`config.mk`:
```
export PLATFORM = sky130hd
export DESIGN_NAME = debug_unit_receive_param_flat
export DESIGN_NICKNAME = d
export VERILOG_FILES = /design/src/rtl/debug_unit_receive_param_if.sv /design/src/rtl/debug_unit_receive_param.sv /design/src/flat_wrapper.sv
export SDC_FILE = /design/constraint.sdc
export NUM_CORES = 1
export LEC_CHECK = 0
export BUFFER_PORTS_ARGS = -buffer_cell sky130_fd_sc_hd__buf_2
export CORE_MARGIN = 4
export CORE_UTILIZATION = 55
export CTS_BUF_LIST = sky130_fd_sc_hd__clkbuf_4 sky130_fd_sc_hd__clkbuf_8
export CTS_CLUSTER_SIZE = 10
export DETAILED_ROUTE_END_ITERATION = 12
export GPL_TIMING_DRIVEN = 0
export PLACE_DENSITY = 0.73
export RECOVER_POWER = 100
export SLEW_MARGIN = 20
export SYNTH_ARGS = -nofsm -noshare
export SYNTH_HDL_FRONTEND = slang
export SYNTH_SLANG_ARGS = --single-unit
```
`constraint.sdc`:
```
create_clock -name i_clock -period 4.1 [get_ports i_clock]
set_input_delay 0.41 -clock i_clock [delete_from_list [all_inputs] [get_ports i_clock]]
set_output_delay 0.41 -clock i_clock [all_outputs]
set_load 0.1 [all_outputs]
```
`src/rtl/debug_unit_receive_param_if.sv`:
```
// Byte-in / word-out bundle between a UART receiver and the program loader.
// Carries the received byte strobe inward and the assembled memory write outward.
// No backpressure: a byte is consumed on the cycle i_rx_done is high.
interface debug_unit_receive_param_if #(
    parameter int NB_BYTE = 8,
    parameter int NB_DATA = 32,
    parameter int NB_ADDR = 8
);
    logic [NB_BYTE-1:0] i_rx_data;              // received UART byte
    logic               i_rx_done;              // one-cycle byte-valid strobe
    logic               o_enable_write_memory;  // high while loading a program
    logic               o_done_write_memory;    // one-cycle pulse: word/address valid
    logic [NB_DATA-1:0] o_data_memory;          // assembled word
    logic [NB_ADDR-1:0] o_write_address;        // address of current/last word

    // Byte source side (UART receiver or testbench).
    modport master (
        output i_rx_data, i_rx_done,
        input  o_enable_write_memory, o_done_write_memory, o_data_memory, o_write_address
    );

    // Loader side.
    modport slave (
        input  i_rx_data, i_rx_done,
        output o_enable_write_memory, o_done_write_memory, o_data_memory, o_write_address
    );
endinterface

```
`src/rtl/debug_unit_receive_param.sv`:
```
// Debug-unit command receiver: loads a program word by word over UART, then takes mode/step/abort commands.
// Latency: one clock from the edge sampling i_rx_done=1 to every affected (registered) output.
// Backpressure: none; every strobed byte is consumed, a stalled partial word is discarded by the timeout.
// Ports: i_clock/i_reset (sync, active low); bus = byte input + memory write outputs;
//        o_execution_mode/step/run = execution control; o_load_error = 00 ok/01 timeout/10 overflow/11 bad mode;
//        o_state = IDLE 0, LOAD 1, MODE 2, RUN 3, ERROR 4.
module debug_unit_receive_param #(
    parameter int                   NB_BYTE   = 8,
    parameter int                   NB_DATA   = 32,
    parameter int                   NB_ADDR   = 8,
    parameter int                   NB_STATE  = 3,
    parameter logic [NB_BYTE-1:0]   CMD_LOAD  = 8'h55,
    parameter logic [NB_BYTE-1:0]   CMD_STEP  = 8'h01,
    parameter logic [NB_BYTE-1:0]   CMD_ABORT = 8'hA5,
    parameter logic [NB_DATA-1:0]   HALT_WORD = '1,
    parameter int                   N_TIMEOUT = 1000000
) (
    input  logic                        i_clock,
    input  logic                        i_reset,
    debug_unit_receive_param_if.slave   bus,
    output logic                        o_execution_mode,
    output logic                        o_execution_step,
    output logic                        o_execution_run,
    output logic [1:0]                  o_load_error,
    output logic [NB_STATE-1:0]         o_state
);
    localparam int                 BPW       = NB_DATA / NB_BYTE;
    localparam int                 NB_CNT    = (BPW > 1) ? $clog2(BPW) : 1;
    localparam logic [NB_CNT-1:0]  LAST_BYTE = NB_CNT'(BPW - 1);
    localparam logic [NB_ADDR-1:0] ADDR_MAX  = '1;
    localparam logic [31:0]        TMO_LAST  = 32'(N_TIMEOUT - 1);
    localparam logic [NB_BYTE-1:0] MODE_STEP = NB_BYTE'(1);
    localparam logic [NB_BYTE-1:0] MODE_CONT = NB_BYTE'(0);

    localparam logic [1:0] ERR_NONE     = 2'b00;
    localparam logic [1:0] ERR_TIMEOUT  = 2'b01;
    localparam logic [1:0] ERR_OVERFLOW = 2'b10;
    localparam logic [1:0] ERR_BAD_MODE = 2'b11;

    typedef enum logic [NB_STATE-1:0] {
        ST_IDLE  = NB_STATE'(0),
        ST_LOAD  = NB_STATE'(1),
        ST_MODE  = NB_STATE'(2),
        ST_RUN   = NB_STATE'(3),
        ST_ERROR = NB_STATE'(4)
    } state_t;

    state_t             r_state, w_state_n;
    logic [NB_CNT-1:0]  r_cnt, w_cnt_n;
    logic [NB_DATA-1:0] r_shift, w_shift_n;
    logic [31:0]        r_timer, w_timer_n;
    logic [NB_ADDR-1:0] r_addr, w_addr_n;
    logic               r_inc_pending, w_inc_n;
    logic [NB_DATA-1:0] r_data, w_data_n;
    logic               r_done, w_done_n;
    logic               r_en;
    logic               r_mode, w_mode_n;
    logic               r_step, w_step_n;
    logic               r_run, w_run_n;
    logic [1:0]         r_err, w_err_n;

    logic [NB_DATA-1:0] w_shift_cat;
    logic [NB_ADDR-1:0] w_addr_cur;
    logic               w_byte;

    assign w_byte      = bus.i_rx_done;
    // MSB-first: earlier bytes migrate toward the top of the word.
    assign w_shift_cat = (r_shift << NB_BYTE) | NB_DATA'(bus.i_rx_data);
    // Address advances the cycle after a done pulse, so the pending increment
    // is folded in here; a word completing on that very cycle sees the new address.
    assign w_addr_cur  = r_addr + NB_ADDR'(r_inc_pending);

    always_comb begin
        w_state_n = r_state;
        w_cnt_n   = r_cnt;
        w_shift_n = r_shift;
        w_timer_n = r_timer;
        w_addr_n  = w_addr_cur;
        w_inc_n   = 1'b0;
        w_data_n  = r_data;
        w_done_n  = 1'b0;
        w_mode_n  = r_mode;
        w_step_n  = 1'b0;
        w_run_n   = r_run;
        w_err_n   = r_err;

        case (r_state)
            ST_IDLE, ST_ERROR: begin
                if (w_byte) begin
                    if (bus.i_rx_data == CMD_LOAD) begin
                        w_state_n = ST_LOAD;
                        w_addr_n  = '0;
                        w_cnt_n   = '0;
                        w_shift_n = '0;
                        w_timer_n = '0;
                        w_err_n   = ERR_NONE;
                        w_mode_n  = 1'b0;
                        w_run_n   = 1'b0;
                    end else if (r_state == ST_ERROR && bus.i_rx_data == CMD_ABORT) begin
                        w_state_n = ST_IDLE;
                        w_mode_n  = 1'b0;
                        w_run_n   = 1'b0;
                    end
                end
            end

            ST_LOAD: begin
                // Command values are plain data here; only the timeout leaves LOAD early.
                if (w_byte) begin
                    w_shift_n = w_shift_cat;
                    w_timer_n = '0;
                    if (r_cnt == LAST_BYTE) begin
                        w_cnt_n  = '0;
                        w_data_n = w_shift_cat;
                        w_done_n = 1'b1;
                        if (w_shift_cat == HALT_WORD) begin
                            w_state_n = ST_MODE;
                        end else if (w_addr_cur == ADDR_MAX) begin
                            // Last slot written; no wrap-around.
                            w_state_n = ST_ERROR;
                            w_err_n   = ERR_OVERFLOW;
                        end else begin
                            w_inc_n = 1'b1;
                        end
                    end else begin
                        w_cnt_n = r_cnt + NB_CNT'(1);
                    end
                end else if (N_TIMEOUT != 0 && r_cnt != '0) begin
                    // Timer only runs while a word is partially assembled.
                    if (r_timer == TMO_LAST) begin
                        w_state_n = ST_ERROR;
                        w_err_n   = ERR_TIMEOUT;
                        w_cnt_n   = '0;
                        w_shift_n = '0;
                        w_timer_n = '0;
                    end else begin
                        w_timer_n = r_timer + 32'd1;
                    end
                end
            end

            ST_MODE: begin
                if (w_byte) begin
                    if (bus.i_rx_data == CMD_ABORT) begin
                        w_state_n = ST_IDLE;
                        w_mode_n  = 1'b0;
                        w_run_n   = 1'b0;
                    end else if (bus.i_rx_data == MODE_STEP) begin
                        w_state_n = ST_RUN;
                        w_mode_n  = 1'b1;
                        w_run_n   = 1'b1;
                    end else if (bus.i_rx_data == MODE_CONT) begin
                        w_state_n = ST_RUN;
                        w_mode_n  = 1'b0;
                        w_run_n   = 1'b1;
                    end else begin
                        w_state_n = ST_ERROR;
                        w_err_n   = ERR_BAD_MODE;
                    end
                end
            end

            ST_RUN: begin
                if (w_byte) begin
                    if (bus.i_rx_data == CMD_ABORT) begin
                        w_state_n = ST_IDLE;
                        w_mode_n  = 1'b0;
                        w_run_n   = 1'b0;
                    end else if (r_mode && bus.i_rx_data == CMD_STEP) begin
                        w_step_n = 1'b1;
                    end
                end
            end

            default: begin
                w_state_n = ST_IDLE;
            end
        endcase
    end

    always_ff @(posedge i_clock) begin
        if (!i_reset) begin
            r_state       <= ST_IDLE;
            r_cnt         <= '0;
            r_shift       <= '0;
            r_timer       <= '0;
            r_addr        <= '0;
            r_inc_pending <= 1'b0;
            r_data        <= '0;
            r_done        <= 1'b0;
            r_en          <= 1'b0;
            r_mode        <= 1'b0;
            r_step        <= 1'b0;
            r_run         <= 1'b0;
            r_err         <= ERR_NONE;
        end else begin
            r_state       <= w_state_n;
            r_cnt         <= w_cnt_n;
            r_shift       <= w_shift_n;
            r_timer       <= w_timer_n;
            r_addr        <= w_addr_n;
            r_inc_pending <= w_inc_n;
            r_data        <= w_data_n;
            r_done        <= w_done_n;
            r_en          <= (w_state_n == ST_LOAD);
            r_mode        <= w_mode_n;
            r_step        <= w_step_n;
            r_run         <= w_run_n;
            r_err         <= w_err_n;
        end
    end

    assign bus.o_enable_write_memory = r_en;
    assign bus.o_done_write_memory   = r_done;
    assign bus.o_data_memory         = r_data;
    assign bus.o_write_address       = r_addr;
    assign o_execution_mode          = r_mode;
    assign o_execution_step          = r_step;
    assign o_execution_run           = r_run;
    assign o_load_error              = r_err;
    assign o_state                   = r_state;
endmodule

```
`src/flat_wrapper.sv`:
```
// flat-port wrapper written by rule: the top's interface ports become plain ports
module debug_unit_receive_param_flat 
#(
    parameter int                   NB_BYTE   = 8,
    parameter int                   NB_DATA   = 32,
    parameter int                   NB_ADDR   = 8,
    parameter int                   NB_STATE  = 3,
    parameter logic [NB_BYTE-1:0]   CMD_LOAD  = 8'h55,
    parameter logic [NB_BYTE-1:0]   CMD_STEP  = 8'h01,
    parameter logic [NB_BYTE-1:0]   CMD_ABORT = 8'hA5,
    parameter logic [NB_DATA-1:0]   HALT_WORD = '1,
    parameter int                   N_TIMEOUT = 1000000
)
  (i_clock, i_reset, o_execution_mode, o_execution_step, o_execution_run, o_load_error, o_state, bus_i_rx_data, bus_i_rx_done, bus_o_enable_write_memory, bus_o_done_write_memory, bus_o_data_memory, bus_o_write_address);
  debug_unit_receive_param_if #(.NB_BYTE(NB_BYTE), .NB_DATA(NB_DATA), .NB_ADDR(NB_ADDR)) bus_i ();
  input  logic i_clock;
  input  logic i_reset;
  output logic o_execution_mode;
  output logic o_execution_step;
  output logic o_execution_run;
  output logic [1:0] o_load_error;
  output logic [NB_STATE-1:0] o_state;
  input wire logic [$bits(bus_i.i_rx_data)-1:0] bus_i_rx_data;
  input wire logic [$bits(bus_i.i_rx_done)-1:0] bus_i_rx_done;
  output wire logic [$bits(bus_i.o_enable_write_memory)-1:0] bus_o_enable_write_memory;
  output wire logic [$bits(bus_i.o_done_write_memory)-1:0] bus_o_done_write_memory;
  output wire logic [$bits(bus_i.o_data_memory)-1:0] bus_o_data_memory;
  output wire logic [$bits(bus_i.o_write_address)-1:0] bus_o_write_address;
  assign bus_i.i_rx_data = bus_i_rx_data;
  assign bus_i.i_rx_done = bus_i_rx_done;
  assign bus_o_enable_write_memory = bus_i.o_enable_write_memory;
  assign bus_o_done_write_memory = bus_i.o_done_write_memory;
  assign bus_o_data_memory = bus_i.o_data_memory;
  assign bus_o_write_address = bus_i.o_write_address;
  debug_unit_receive_param #(.NB_BYTE(NB_BYTE), .NB_DATA(NB_DATA), .NB_ADDR(NB_ADDR), .NB_STATE(NB_STATE), .CMD_LOAD(CMD_LOAD), .CMD_STEP(CMD_STEP), .CMD_ABORT(CMD_ABORT), .HALT_WORD(HALT_WORD), .N_TIMEOUT(N_TIMEOUT)) u_core (.i_clock(i_clock), .i_reset(i_reset), .bus(bus_i), .o_execution_mode(o_execution_mode), .o_execution_step(o_execution_step), .o_execution_run(o_execution_run), .o_load_error(o_load_error), .o_state(o_state));
endmodule
```
== After elaboration in Yosys (flattened, before gate mapping) ==
Cells that the tools add are included.

* $add $sub $neg: 3
* Equality and inequality tests: 27
* Muxes and demuxes: 65
* Bitwise gates (word level): 6
* Reductions and logical operators: 17

{| class="wikitable"
|+ Operators with widths
! kind !! count
|-
| 32-bit two-way mux || 5
|-
| 24-bit two-way mux || 3
|-
| 32-bit case mux with 2 select lines || 1
|-
| 24-bit case mux with 2 select lines || 1
|-
| 3-bit two-way mux || 15
|-
| 32-bit by 1-bit adder with 32-bit output (second input constant) || 1
|-
| 32-bit by 20-bit equality test with 1-bit output (second input constant) || 1
|-
| 32-bit equality test (second input constant) || 1
|-
| 2-bit two-way mux || 16
|-
| 32-bit by 8-bit OR with 32-bit output || 1
|-
| 8-bit two-way mux || 3
|-
| 8-bit equality test (second input constant) || 2
|-
| 1-bit two-way mux || 16
|-
| 2-bit inequality test (second input constant) || 6
|-
| 3-bit by 2-bit inequality test with 1-bit output (second input constant) || 4
|-
| 3-bit case mux with 4 select lines || 1
|-
| 12-bit AND reduction || 1
|-
| 8-bit by 1-bit adder with 8-bit output || 1
|-
| 8-bit by 1-bit equality test with 1-bit output (second input constant) || 1
|-
| 8-bit by 7-bit equality test with 1-bit output (second input constant) || 1
|-
| 8-bit logical NOT || 1
|-
| 7-bit AND reduction || 1
|-
| 3-bit by 1-bit equality test with 1-bit output (second input constant) || 2
|-
| 3-bit by 2-bit equality test with 1-bit output (second input constant) || 2
|-
| 21 further kinds || 31
|}

* Register bits after elaboration: 109
* Input bits: 11
* Output and inout bits: 50

== Logic depth before layout (Yosys ltp) ==
* Depth in word-level cells: 8
* Mapped depth: 10
* Depth with buffers taken out: 8

== Worst setup path after synthesis ==
No wires, ideal clock.

* Kind: register -> register
* From: register u_core.r_addr[0], in the netlist u_core.bus.o_write_address[0]
* To: register u_core.r_err[0], in the netlist u_core.o_load_error[0]
* Setup time: 0.117 ns
* Data arrival time: 2.567 ns
* Required time: 3.983 ns
* Path slack: 1.416 ns
* Cell stages (with the launch flop): 9
* Cell sequence: dfxtp_1 -> ha_1 -> ha_1 -> nand2_1 -> o31ai_1 -> a32o_1 -> a41oi_1 -> or4_1 -> o211a_1

* Cells in the longest elaborated chain, start to end: 4

{| class="wikitable"
|+ RTL lines
! what !! line !! text
|-
| from (decl) || debug_unit_receive_param.sv:52 || <nowiki>logic [NB_ADDR-1:0] r_addr, w_addr_n;</nowiki>
|-
| from (signal assigned) || debug_unit_receive_param.sv:201 || <nowiki>r_addr <= w_addr_n;</nowiki>
|-
| 8-bit by 1-bit adder with 8-bit output || debug_unit_receive_param.sv:71 || <nowiki>assign w_addr_cur = r_addr + NB_ADDR'(r_inc_pending);</nowiki>
|-
| 8-bit equality test || debug_unit_receive_param.sv:118 || <nowiki>end else if (w_addr_cur == ADDR_MAX) begin</nowiki>
|-
| 3-bit by 2-bit inequality test with 1-bit output (no line) || n/a ||
|-
| 12-bit AND reduction (no line) || n/a ||
|-
| to (signal assigned) || debug_unit_receive_param.sv:209 || <nowiki>r_err <= w_err_n;</nowiki>
|-
| to (decl) || debug_unit_receive_param.sv:60 || <nowiki>logic [1:0] r_err, w_err_n;</nowiki>
|}

No other way between the ends.
A chain may end at the register's enable or synchronous reset.

== Final worst setup path ==
* From: register u_core.r_state[2], in the netlist u_core.o_state[2]
* To: register u_core.r_shift[1]

* Cells in the longest elaborated chain, start to end: 4

{| class="wikitable"
|+ RTL lines
! what !! line !! text
|-
| from (decl) || debug_unit_receive_param.sv:48 || <nowiki>state_t r_state, w_state_n;</nowiki>
|-
| from (signal assigned) || debug_unit_receive_param.sv:197 || <nowiki>r_state <= w_state_n;</nowiki>
|-
| 3-bit equality test / 3-bit logical NOT (equally long branches) || debug_unit_receive_param.sv:87 || <nowiki>case (r_state)</nowiki>
|-
| 2-bit OR reduction || debug_unit_receive_param.sv:87 ||
|-
| 2-bit by 1-bit inequality test with 1-bit output (no line), or another cell as far along || n/a ||
|-
| 5-bit AND reduction (no line) || n/a ||
|-
| to (signal assigned) || debug_unit_receive_param.sv:199 || <nowiki>r_shift <= w_shift_n;</nowiki>
|-
| to (decl) || debug_unit_receive_param.sv:50 || <nowiki>logic [NB_DATA-1:0] r_shift, w_shift_n;</nowiki>
|}

Several ways; a longest one is shown, not always the timed one.

==> metrics list <==
- The worst-case IR drop observed on VDD is about 0.19 mV.
- Cell-by-cell listing of the critical path: clkbuf_1, nor3b_1, a21oi_1, a21oi_1, o31ai_1, clkbuf_1, clkbuf_1, a22oi_1, nor2b_1
- The number of cells on the worst reg-to-reg path is 9.
* Total power density per cell area: between 300 and 400 nW/µm²
- Post-cts repair resize count: 0
* Final-report max-slew violation count: 0
- CTS Root Cell: sky130_fd_sc_hd__clkbuf_8
- In this run the cell area of the synthesized design comes to 4795 µm².
- Standard cell core area: 8341 µm²
- Measured against its own limit, the worst slew margin works out to approximately 22%.
* Maximum level of the CTS H-tree: 3
- A synthesized cell averages 8.814 µm².
- Post-synth top cells: sky130_fd_sc_hd__dfxtp_1 (109), sky130_fd_sc_hd__nand2_1 (88), sky130_fd_sc_hd__nor2_1 (38), sky130_fd_sc_hd__a21boi_0 (31), sky130_fd_sc_hd__nand4_1 (24)
- For the worst-skew pair, the clock arrives at the later sink with an insertion delay of 0.38 ns.
* Final hold slack: 0.3345 ns
* Number of antenna violations at the first check in global routing: 0
- Number of instances in the synthesized netlist: 544
* Seq/Total Area, Yosys: a little under half
- The clock passes through at most 2 buffers.
- STA classifies the critical path startpoint as a flip-flop.
* Outcome: complete, no violations
- After detailed routing, the average wire length per cell comes to between 15 and 20 µm.
- Among all flip-flop cells after synthesis, the most frequent one is sky130_fd_sc_hd__dfxtp_1.
- Class of the most critical setup path: reg2reg
- Die span in x: around 100 µm
- The first detailed-routing pass ran for 4 iterations.
- Once the floorplan was initialized, standard cells occupied about 57% of the core.
* Worst Hold Depth: 3
* Post-CTS Setup Bufs: 0
- Top achievable clock speed: roughly 0.34 GHz
- 0 antenna diodes ended up in the layout.
- TritonCTS clock tree: done
- Relative to the synthesized area, the layout overhead comes to 10.99%.
- For the worst setup path, the data arrival time is approximately 3.3 ns.
* Post-synthesis net count: roughly 560
- Number of storage elements in the synthesis netlist: roughly 110
* Placer congestion estimate: just over 0.9
* Slowest cell on crit path: sky130_fd_sc_hd__nor3b_1
* Post-CTS Hold Fix Bufs: 0
- The detail route stage leaves a number of antenna-violating nets equal to 0.
- The worst setup path is captured at a flip-flop.
- Io pins: around 60
- Port Buffer Count: 59
- Data on the critical path is required at its endpoint by ~4.4 ns.
* Fillcell total: between 700 and 800
- The share of synthesized area in the top cell type comes to a little under half.
* Largest stage delay, worst path: between 0.5 and 0.6 ns
* Remaining routing DRC violations: 0
- Post-detailed-placement half-perimeter wirelength: approximately 8.4 mm
- The most common cell in the synthesized netlist is sky130_fd_sc_hd__dfxtp_1.
- Number of global-route vias before repair: ~4,000
- Leakage dissipation: roughly 1.8 nW
- After the first detailed-routing iteration, the DRC count stood at approximately 240.
- Once layout is done, the placed cells without fillers occupy around 5300 µm².
- The tightest min-delay check is of the in2reg type.
- For this run the aggregate overflow at the end of global routing stands at 0.
- By instance count, the cell type seen most on the critical path is sky130_fd_sc_hd__clkbuf_1.
- Dominant cells by area after synthesis: sky130_fd_sc_hd__dfxtp_1 (46%), sky130_fd_sc_hd__nand2_1 (6.9%), sky130_fd_sc_hd__a21boi_0 (4.9%)
* Crit-path leading delay family: compound AO/OA/AOI/OAI gates
- Count of flip-flops with a built-in enable after synthesis: 0
* First-pass GRT wire length: approximately 19 mm
* R2r setup slk: 1.13 ns
* Nets@finish: ~630
- Across all layers, the routed design uses 4,153 vias.
- For this run, the number of Yosys warnings is 0.
- Via density per instance: ~5.7
- Cells fill about 64% of the core in the end.
- On the final layout, the worst clock skew is 0.01535 ns.
- Total stage count of the critical path: 9
- Part of the cycle the worst path needs: roughly 73%
- Die height: 101.4 µm
- DIE AREA: a little over 10,000 µm²
* Final Setup Violations: 0
* Largest area contributor in the netlist: sky130_fd_sc_hd__dfxtp_1
- Counting both buffers and inverters, the worst setup path holds a total of 3.
- The tree built by TritonCTS fans out to approximately 110 sinks.
* Overall routed net length: between 10 and 15 mm
- Of all nets on the critical path, the largest fanout is 10.
- The design draws 0.001734 W.
- Transition at the pin with the smallest max-transition slack: ~1.2 ns
- The floorplan has 33 rows.
- Total clock buffers created by CTS: 9
- After detailed placement, the total cell area comes to between 5000 and 6000 µm².
* Tmin final: 2.973 ns
* Maxcap violations: 0
* Final Hold Viols: 0
* All-Layer GR Usage: a little under a quarter
- Pin count of the biggest net entering global routing: 20
* Setup TNS after final layout: 0 ns
* Count of unique library cells instantiated by Yosys: 59
- Fraction of final layout cells with drive strength greater than 1: 5.816%
* Proportion of register bits with asynchronous set or reset after synthesis: 0%
* Unrepaired setup endpoints after global routing: false
- Clock-pin slew was measured on the worst setup and hold paths at approximately 0.11 ns.
==> layout by cell type, fill, tap and decap left out, types with 2 or more instances in the layout <==
cell type / synthesis / final
sky130_fd_sc_hd__a31oi_1: 4 / 4
sky130_fd_sc_hd__nor3_1: 8 / 8
sky130_fd_sc_hd__nor2b_1: 19 / 19
sky130_fd_sc_hd__buf_2: 7 / 10
sky130_fd_sc_hd__a21oi_1: 13 / 15
sky130_fd_sc_hd__a21boi_0: 31 / 34
sky130_fd_sc_hd__or3_1: 4 / 4
sky130_fd_sc_hd__xor2_1: 22 / 22
sky130_fd_sc_hd__and4_1: 5 / 5
sky130_fd_sc_hd__nand2_1: 88 / 88
sky130_fd_sc_hd__o31ai_1: 2 / 2
sky130_fd_sc_hd__nand3b_1: 2 / 2
sky130_fd_sc_hd__o211a_1: 2 / 2
sky130_fd_sc_hd__inv_6: 0 / 2
sky130_fd_sc_hd__a22o_1: 8 / 8
sky130_fd_sc_hd__nor4b_1: 3 / 3
sky130_fd_sc_hd__nand3_1: 20 / 20
sky130_fd_sc_hd__clkbuf_8: 0 / 9
sky130_fd_sc_hd__nor4_1: 7 / 7
sky130_fd_sc_hd__buf_1: 3 / 3
sky130_fd_sc_hd__or4_1: 2 / 2
sky130_fd_sc_hd__and2_1: 7 / 3
sky130_fd_sc_hd__a21o_1: 2 / 2
sky130_fd_sc_hd__ha_1: 6 / 6
sky130_fd_sc_hd__o21ai_0: 11 / 11
sky130_fd_sc_hd__inv_1: 8 / 8
sky130_fd_sc_hd__nand4_1: 24 / 24
sky130_fd_sc_hd__nor2_1: 38 / 39
sky130_fd_sc_hd__and2_0: 0 / 4
sky130_fd_sc_hd__dfxtp_1: 109 / 109
sky130_fd_sc_hd__xnor2_1: 9 / 9
sky130_fd_sc_hd__nor3b_1: 1 / 2
sky130_fd_sc_hd__and3_1: 16 / 16
sky130_fd_sc_hd__clkinv_4: 0 / 2
sky130_fd_sc_hd__a22oi_1: 17 / 17
sky130_fd_sc_hd__clkbuf_1: 16 / 72
==> per-stage QoR <==
step | worst slack [ns] | cells
final | 1.127 | 724
after global routing | 0.9128 | 724
after CTS | 1.761 | 724
after detailed placement | 1.736 | 708
after global placement | 1.766 | 708
after floorplan | 1.416 | 544
==> cell families (layout without fill, tap and decap cells) <==
family,Yosys count,count (layout),share of synthesized area (%)
AOI/OAI and AO/OA,106,106,16.44
xor gates and xnor gates,31,31,5.663
adders and majority gates,6,6,1.566
buffers and inverters,36,111,3.236
DFF,109,109,45.51
muxes,1,1,0.2088
and+or+nand+nor,255,255,27.37
==> worst reg2reg max path, delay by kind of cell, from the launching register on <==
| kind | cells | cell delay [ns] |
|---|---|---|
| AOI/OAI and AO/OA | 4 | 1.16 |
| buffers and inverters | 3 | 0.76 |
| and+or+nand+nor | 2 | 0.63 |
| DFF | 1 | 0.33 |
==> layer usage <==
metal	routed length, µm	GRT usage (%)	vias to the layer above	share of wire (%)
met2	5193	36.97	114	46
met1	5189	30.88	1956	46
met5	0	0	-	0
li1	-	-	2063	-
met4	218	8.487	0	1.9
met3	677	2.961	20	6.0
==> final cells by class <==
cell class	instances	area (µm²)	area share (%)
clock inverter	6	58.81	1.105
inverter	8	30.03	0.5643
tap	105	131.4	2.469
multi-input combinational	399	2437	45.80
buffer	28	118.9	2.234
timing repair buffer	59	231.5	4.350
sequential	109	2182	41.01
clock buffer	10	131.4	2.469
==> state kept, by name, indices dropped and copies added (netlist names), 2 cells and up <==
signal                      cells
u_core.o_load_error             2
u_core.r_cnt                    2
u_core.r_shift                 24
u_core.o_state                  3
u_core.r_timer                 32
u_core.bus.o_write_address      8
u_core.bus.o_data_memory       32
==> final timing paths <==
path | from | to
worst max-delay path | u_core.o_state[2] | u_core.r_shift[1]
worst min register to register | u_core.bus.o_data_memory[13] | u_core.bus.o_data_memory[13]
worst max register to register | u_core.o_state[2] | u_core.r_shift[1]
worst min-delay path | bus_i_rx_data[3] | u_core.bus.o_data_memory[3]
==> report_power, final <==
| group | switching (W) | internal, W | leakage [nW] |
|---|---|---|---|
| registers | 0.000000219 | 0.00106 | 0.877 |
| logic | 0.0000334 | 0.0000159 | 0.822 |
| clock network | 0.000387 | 0.000240 | 0.0936 |
| total | 0.000420 | 0.00131 | 1.79 |
Power figures use the tool's default switching activity.
